--- src/rtl/window_scan_ctrl_pkg.sv ---
// Shared definitions for the 3x3 neighbourhood filter blocks: controller state
// encoding, kernel size and the default frame geometry.
package window_pkg;

    localparam int KSIZE     = 3;
    localparam int DEF_IMG_W = 30;
    localparam int DEF_IMG_H = 30;

    typedef enum logic [2:0] {
        IDLE,
        FILL,
        STREAM,
        FLUSH,
        DONE
    } state_t;

endpackage

--- src/rtl/window_scan_ctrl_if.sv ---
// Handshake and output bundle between the window scan controller (slave side)
// and the pixel source / window datapath (master side).
interface window_scan_ctrl_if
    import window_pkg::*;
#(
    parameter int CW = $clog2(DEF_IMG_W),
    parameter int RW = $clog2(DEF_IMG_H)
);
    logic          done_i;
    logic          in_ready_o;
    logic          shift_en_o;
    logic          flush_o;
    logic          out_valid_o;
    logic [RW-1:0] out_row_o;
    logic [CW-1:0] out_col_o;
    logic          pad_top_o;
    logic          pad_bot_o;
    logic          pad_left_o;
    logic          pad_right_o;
    logic          frame_done_o;
    logic          busy_o;

    modport slave (
        input  done_i,
        output in_ready_o, shift_en_o, flush_o, out_valid_o, out_row_o, out_col_o,
        output pad_top_o, pad_bot_o, pad_left_o, pad_right_o, frame_done_o, busy_o
    );

    modport master (
        output done_i,
        input  in_ready_o, shift_en_o, flush_o, out_valid_o, out_row_o, out_col_o,
        input  pad_top_o, pad_bot_o, pad_left_o, pad_right_o, frame_done_o, busy_o
    );
endinterface

--- src/rtl/window_scan_ctrl_raster_counter.sv ---
// Raster-order column/row position counter: column wraps at W-1 into the next
// row, row wraps at H-1 back to zero; last_o flags the final position.
module raster_counter
    import window_pkg::*;
#(
    parameter int W  = DEF_IMG_W,
    parameter int H  = DEF_IMG_H,
    parameter int CW = $clog2(W),
    parameter int RW = $clog2(H)
) (
    input  logic          clk,
    input  logic          rst,
    input  logic          en_i,
    output logic [CW-1:0] col_o,
    output logic [RW-1:0] row_o,
    output logic          last_o
);
    logic [CW-1:0] col_q, col_d;
    logic [RW-1:0] row_q, row_d;
    logic          col_last;
    logic          row_last;

    assign col_last = (col_q == CW'(W - 1));
    assign row_last = (row_q == RW'(H - 1));

    always_comb begin
        col_d = col_q;
        row_d = row_q;
        if (en_i) begin
            if (col_last) begin
                col_d = '0;
                row_d = row_last ? '0 : row_q + 1'b1;
            end else begin
                col_d = col_q + 1'b1;
            end
        end
    end

    always_ff @(posedge clk or posedge rst) begin
        if (rst) begin
            col_q <= '0;
            row_q <= '0;
        end else begin
            col_q <= col_d;
            row_q <= row_d;
        end
    end

    assign col_o  = col_q;
    assign row_o  = row_q;
    assign last_o = col_last & row_last;
endmodule

--- src/rtl/window_scan_ctrl.sv ---
// Sequencer for the streaming 3x3 window datapath: tracks input and output raster
// positions, drives buffer shifts, flushes the last row/column and flags padding.
module window_scan_ctrl
    import window_pkg::*;
#(
    parameter int IMG_W = DEF_IMG_W,
    parameter int IMG_H = DEF_IMG_H,
    parameter int CW    = $clog2(IMG_W),
    parameter int RW    = $clog2(IMG_H)
) (
    input  logic              clk,
    input  logic              rst_n,
    window_scan_ctrl_if.slave bus
);
    state_t        state_q, state_d;
    logic          rdy_q, rdy_d;
    logic          accept;
    logic          produce;
    logic          fill_end;
    logic [CW-1:0] in_col, out_col;
    logic [RW-1:0] in_row, out_row;
    logic          in_last, out_last;

    logic          out_valid_q, out_valid_d;
    logic [RW-1:0] out_row_q, out_row_d;
    logic [CW-1:0] out_col_q, out_col_d;
    logic          pad_top_q, pad_top_d;
    logic          pad_bot_q, pad_bot_d;
    logic          pad_left_q, pad_left_d;
    logic          pad_right_q, pad_right_d;

    raster_counter #(.W(IMG_W), .H(IMG_H), .CW(CW), .RW(RW)) u_in_pos (
        .clk(clk), .rst(rst_n), .en_i(accept),
        .col_o(in_col), .row_o(in_row), .last_o(in_last)
    );

    raster_counter #(.W(IMG_W), .H(IMG_H), .CW(CW), .RW(RW)) u_out_pos (
        .clk(clk), .rst(rst_n), .en_i(produce),
        .col_o(out_col), .row_o(out_row), .last_o(out_last)
    );

    // Input index IMG_W+1 sits at raster position (1,1); it completes the first window.
    assign fill_end = (in_row == RW'(1)) && (in_col == CW'(1));
    assign accept   = bus.in_ready_o & bus.done_i;
    assign produce  = ((state_q == STREAM) & accept)
                    | ((state_q == FILL) & accept & fill_end)
                    | (state_q == FLUSH);

    always_ff @(posedge clk or posedge rst_n) begin
        if (rst_n) begin
            state_q <= IDLE;
            rdy_q   <= 1'b0;
        end else begin
            state_q <= state_d;
            rdy_q   <= rdy_d;
        end
    end

    always_comb begin
        state_d = state_q;
        rdy_d   = 1'b1;
        unique case (state_q)
            IDLE:    if (accept) state_d = FILL;
            FILL:    if (accept && fill_end) state_d = STREAM;
            STREAM:  if (accept && in_last) state_d = FLUSH;
            FLUSH:   if (out_last) state_d = DONE;
            DONE:    state_d = IDLE;
            default: state_d = IDLE;
        endcase
    end

    always_comb begin
        bus.in_ready_o   = rdy_q & ((state_q == IDLE) | (state_q == FILL) | (state_q == STREAM));
        bus.flush_o      = (state_q == FLUSH);
        bus.shift_en_o   = (rdy_q & bus.done_i & ((state_q == IDLE) | (state_q == FILL) | (state_q == STREAM)))
                         | (state_q == FLUSH);
        bus.frame_done_o = (state_q == DONE);
        bus.busy_o       = (state_q != IDLE);
    end

    // Coordinates and flags are zeroed whenever no window completes this cycle.
    always_comb begin
        out_valid_d = produce;
        out_row_d   = produce ? out_row : '0;
        out_col_d   = produce ? out_col : '0;
        pad_top_d   = produce & (out_row == '0);
        pad_bot_d   = produce & (out_row == RW'(IMG_H - 1));
        pad_left_d  = produce & (out_col == '0);
        pad_right_d = produce & (out_col == CW'(IMG_W - 1));
    end

    always_ff @(posedge clk or posedge rst_n) begin
        if (rst_n) begin
            out_valid_q <= 1'b0;
            out_row_q   <= '0;
            out_col_q   <= '0;
            pad_top_q   <= 1'b0;
            pad_bot_q   <= 1'b0;
            pad_left_q  <= 1'b0;
            pad_right_q <= 1'b0;
        end else begin
            out_valid_q <= out_valid_d;
            out_row_q   <= out_row_d;
            out_col_q   <= out_col_d;
            pad_top_q   <= pad_top_d;
            pad_bot_q   <= pad_bot_d;
            pad_left_q  <= pad_left_d;
            pad_right_q <= pad_right_d;
        end
    end

    assign bus.out_valid_o = out_valid_q;
    assign bus.out_row_o   = out_row_q;
    assign bus.out_col_o   = out_col_q;
    assign bus.pad_top_o   = pad_top_q;
    assign bus.pad_bot_o   = pad_bot_q;
    assign bus.pad_left_o  = pad_left_q;
    assign bus.pad_right_o = pad_right_q;
endmodule
--- src/flat_wrapper.sv ---
// flat-port wrapper written by rule: the top's interface ports become plain ports
module window_scan_ctrl_flat import window_pkg::*;
#(
    parameter int IMG_W = DEF_IMG_W,
    parameter int IMG_H = DEF_IMG_H,
    parameter int CW    = $clog2(IMG_W),
    parameter int RW    = $clog2(IMG_H)
)
  (clk, rst_n, bus_done_i, bus_in_ready_o, bus_shift_en_o, bus_flush_o, bus_out_valid_o, bus_out_row_o, bus_out_col_o, bus_pad_top_o, bus_pad_bot_o, bus_pad_left_o, bus_pad_right_o, bus_frame_done_o, bus_busy_o);
  window_scan_ctrl_if #(.CW(CW), .RW(RW)) bus_i ();
  input  logic clk;
  input  logic rst_n;
  input wire logic [$bits(bus_i.done_i)-1:0] bus_done_i;
  output wire logic [$bits(bus_i.in_ready_o)-1:0] bus_in_ready_o;
  output wire logic [$bits(bus_i.shift_en_o)-1:0] bus_shift_en_o;
  output wire logic [$bits(bus_i.flush_o)-1:0] bus_flush_o;
  output wire logic [$bits(bus_i.out_valid_o)-1:0] bus_out_valid_o;
  output wire logic [$bits(bus_i.out_row_o)-1:0] bus_out_row_o;
  output wire logic [$bits(bus_i.out_col_o)-1:0] bus_out_col_o;
  output wire logic [$bits(bus_i.pad_top_o)-1:0] bus_pad_top_o;
  output wire logic [$bits(bus_i.pad_bot_o)-1:0] bus_pad_bot_o;
  output wire logic [$bits(bus_i.pad_left_o)-1:0] bus_pad_left_o;
  output wire logic [$bits(bus_i.pad_right_o)-1:0] bus_pad_right_o;
  output wire logic [$bits(bus_i.frame_done_o)-1:0] bus_frame_done_o;
  output wire logic [$bits(bus_i.busy_o)-1:0] bus_busy_o;
  assign bus_i.done_i = bus_done_i;
  assign bus_in_ready_o = bus_i.in_ready_o;
  assign bus_shift_en_o = bus_i.shift_en_o;
  assign bus_flush_o = bus_i.flush_o;
  assign bus_out_valid_o = bus_i.out_valid_o;
  assign bus_out_row_o = bus_i.out_row_o;
  assign bus_out_col_o = bus_i.out_col_o;
  assign bus_pad_top_o = bus_i.pad_top_o;
  assign bus_pad_bot_o = bus_i.pad_bot_o;
  assign bus_pad_left_o = bus_i.pad_left_o;
  assign bus_pad_right_o = bus_i.pad_right_o;
  assign bus_frame_done_o = bus_i.frame_done_o;
  assign bus_busy_o = bus_i.busy_o;
  window_scan_ctrl #(.IMG_W(IMG_W), .IMG_H(IMG_H), .CW(CW), .RW(RW)) u_core (.clk(clk), .rst_n(rst_n), .bus(bus_i));
endmodule
--- config.mk ---
export PLATFORM = sky130hd
export DESIGN_NAME = window_scan_ctrl_flat
export DESIGN_NICKNAME = d
export VERILOG_FILES = /design/src/rtl/window_scan_ctrl_pkg.sv /design/src/rtl/window_scan_ctrl_if.sv /design/src/rtl/window_scan_ctrl_raster_counter.sv /design/src/rtl/window_scan_ctrl.sv /design/src/flat_wrapper.sv
export SDC_FILE = /design/constraint.sdc
export NUM_CORES = 1
export LEC_CHECK = 0
export CAP_MARGIN = 20
export CORE_MARGIN = 2
export CORE_UTILIZATION = 40
export CTS_BUF_LIST = sky130_fd_sc_hd__clkbuf_16
export CTS_CLUSTER_DIAMETER = 100
export DETAILED_ROUTE_END_ITERATION = 8
export PLACE_DENSITY = 0.66
export REMOVE_ABC_BUFFERS = 1
export SYNTH_ARGS = -nofsm -noshare
export SYNTH_HDL_FRONTEND = slang
export SYNTH_SLANG_ARGS = --single-unit
--- constraint.sdc ---
create_clock -name clk -period 1.7 [get_ports clk]
set_input_delay 0.34 -clock clk [delete_from_list [all_inputs] [get_ports clk]]
set_output_delay 0.34 -clock clk [all_outputs]
set_load 0.005 [all_outputs]
==> impl_metrics.json <==
{
  "grt_setup_unrepaired": "true",
  "synth.top_cell.area_share_pct": 50.32,
  "fmax_mhz": 595.7,
  "swShare_pct": 22.20,
  "clock_sinks": 39,
  "period_minus_slack_ns": 1.679,
  "grt_pass1_vias": 1483,
  "fin_nets": 253,
  "maxSlewViolCount": 0,
  "setup_viol": 0,
  "fill_cells": 405,
  "clockBufferDepth": 2,
  "drive_gt1_share_pct": 26.14,
  "leakagePower_nw": 1.316,
  "clock_skew_ns": 0.001749,
  "path_clk_slew_ns": 0.05,
  "power.total_mw": 2.509,
  "die_h_um": 73.63,
  "placement.cell_area_sq_mm": 0.002382,
  "maxCapViolCount": 0,
  "tritoncts": "done",
  "async_reset_ff_share_pct": 100.0,
  "cp_max_fo": 5,
  "gp_congestion": 0.7824,
  "ys.flop_type": "dfrtp_1",
  "hold_class": "input pin to asynchronous set/reset pin",
  "fin_ws_ns": 0.02123,
  "htree_levels": 2,
  "cp-start-kind": "register",
  "critical_path_arrival_ns": 1.85,
  "routed_wl_mm": 4.312,
  "switchingPower_uw": 557.0,
  "area.growth.synth_to_final_pct": 41.03,
  "ys_types": 46,
  "port_buffers": 22,
  "dieWidth_um": 73.63,
  "detail-route-antenna-nets": 0,
  "p_comb_share_pct": 10.6,
  "clockPowerShare_pct": 47.4,
  "synth_area_sq_mm": 0.001939,
  "synth_seq_cells": 39,
  "fin_crit_sh_pct": 98.75,
  "vias_per_cell": 5.434,
  "hold_buffers": 0,
  "overflow": 0,
  "wl_per_cell_um": 14.62,
  "cts-root-buf": "clkbuf_16",
  "pwr-share-seq_pct": 42.0,
  "instances_no_fill": 295,
  "die-area_sq_mm": 0.005421,
  "yosysSeqAreaShare_pct": 50.32,
  "drt_pass1_iterations": 4,
  "grt_max_degree": 40,
  "fin_area_sq_mm": 0.002735,
  "synthTopCellsByArea": "dfrtp_1, ha_1, o21ai_0, nor2_1, o31ai_1",
  "endpoint_kind": "register",
  "synth_enable_flop_cells": 0,
  "coreArea_sq_mm": 0.004692,
  "grt_usage_pct": 17.66,
  "yosysWarnings": 0,
  "peakVddDrop_uv": 796.5,
  "yosys.area.top_type": "dfrtp_1",
  "grt_first_pass_wirelength_mm": 7.155,
  "holdWs_ns": 0.4148,
  "multi_input_area_sq_um": 978.4,
  "antenna_found_initial": 0,
  "syn_inst": 185,
  "diodes": 0,
  "power_density_mw_per_mm2": 917.4,
  "rows": 25,
  "p_int_mw": 1.952,
  "tns_ns": 0,
  "drt-initial-drc-count": 132,
  "hold_viol": 0,
  "drcViolationCount": 0,
  "dp_hpwl_mm": 2.785,
  "crit_type": "register to register",
  "dp.cells": 280,
  "clock_latency_ns": 0.28,
  "dr_total_vias": 1603,
  "cts_buffers": 5,
  "pre_cts_slack_ns": -0.2945,
  "initial_utilization_pct": 41.33,
  "seq_area_sq_um": 977.2,
  "synthesis.area_per_instance_sq_um": 10.48,
  "post-route-util_pct": 58.29,
  "ios": 23,
  "required_ns": 1.87,
  "status": "finished clean"
}
[routing by layer]
metal | up-vias | GRT usage [%] | wire [um]
met5 | - | 0 | 0
met4 | 0 | 6.667 | 78
met3 | 7 | 4.801 | 162
met2 | 30 | 26.79 | 2108
met1 | 787 | 24.14 | 1963
li1 | 779 | - | -
[path summary, 6_finish.rpt]
kind | start | end | slack (ns) | depth (start not counted)
max reg2reg | u_core.u_in_pos.row_o[1] | u_core.u_out_pos.row_o[3] | 0.02 | 7
max | u_core.u_in_pos.row_o[1] | u_core.u_out_pos.row_o[3] | 0.02 | 7
max in group asynchronous | rst_n | u_core.state_q[1] | 1.07 | 3
min in group clk | u_core.u_out_pos.col_o[4] | u_core.bus.pad_left_o | 0.56 | 1
min reg2reg | u_core.u_out_pos.col_o[4] | u_core.bus.pad_left_o | 0.56 | 1
min | rst_n | u_core.u_in_pos.row_o[3] | 0.41 | 3
[worst max-delay path: stages (launching register included)]
cell      delay [ns]
dfrtp_1         0.39
inv_2           0.07
ha_4            0.13
nor4bb_4        0.30
and4_4          0.34
buf_6           0.12
o311ai_4        0.07
a21o_1          0.16
[flip-flops by register name (all words and copies together) (netlist names)]
signal                  flops
u_core.state_q              3
u_core.u_in_pos.col_o       5
u_core.u_out_pos.col_o      5
u_core.bus.out_valid_o      1
u_core.bus.pad_bot_o        1
u_core.u_out_pos.row_o      5
u_core.bus.pad_right_o      1
u_core.bus.pad_top_o        1
u_core.bus.pad_left_o       1
u_core.bus.out_row_o        5
u_core.rdy_q                1
u_core.u_in_pos.row_o       5
u_core.bus.out_col_o        5
[cell type report]
class	instances	share of cell area, %
well taps	54	2.470
multi-input cells	127	35.77
clock inverters	3	2.333
clock buffers	5	4.575
repair buffers	55	17.38
flip-flops and latches	39	35.73
inverters	12	1.738
[power groups by stage]
stage	Sequential, mW	Combinational, mW	Clock, mW
floorplan	1.05	0.143	0
global placement	1.06	0.241	0
detailed placement	1.06	0.250	0
CTS	1.05	0.261	1.21
global route	1.06	0.309	1.26
finish	1.05	0.267	1.19
[cell usage after synthesis, drive strengths merged, types with 4 or more instances]
cell and n:
and4 7, nor2 18, dfrtp 39, nand2 9, a21oi 4, o31ai 7, buf 5, nand4 5
ha 10, and2 5, o21ai 15, o211ai 4, nand3 8, inv 12
[what timing repair did]
action / CTS / global route
endpoints found under the hold margin: 0 / 0
resized for setup: 20 / 18
endpoints found under the setup margin: 9 / 25
buffers inserted: 2 / 3
pin swaps: 1 / 7
gates cloned: 1 / 1
[logic make-up after synthesis]
| family | count (synthesis) | synth area share (%) |
|---|---|---|
| adders and majority gates | 10 | 6.452 |
| and+or+nand+nor | 69 | 20.58 |
| xor gates and xnor gates | 1 | 0.4517 |
| DFF | 39 | 50.32 |
| AOI/OAI and AO/OA | 43 | 15.55 |
| other | 1 | 0.1934 |
| buffers and inverters | 20 | 5.419 |
| muxes | 2 | 1.032 |
[cells in the final DEF, fill, tap and decap left out, drive strengths merged, types with 2 or more instances in the layout]
cell	netlist	layout
o311ai	2	2
or3	2	2
nor4	3	3
and4	7	8
a21oi	4	4
o211ai	4	4
buf	5	34
ha	10	10
clkbuf	3	6
nand4	5	5
nand2b	2	2
inv	12	13
a21o	3	3
bufinv	0	2
clkdlybuf4s50	0	17
nor3	3	3
o21ai	15	15
nand3	8	8
and3b	2	2
mux2i	2	2
dfrtp	39	39
nor2	18	18
and2	5	5
o31ai	7	7
dlygate4sd2	0	3
nand2	9	9
Power figures use the tool's default switching activity.
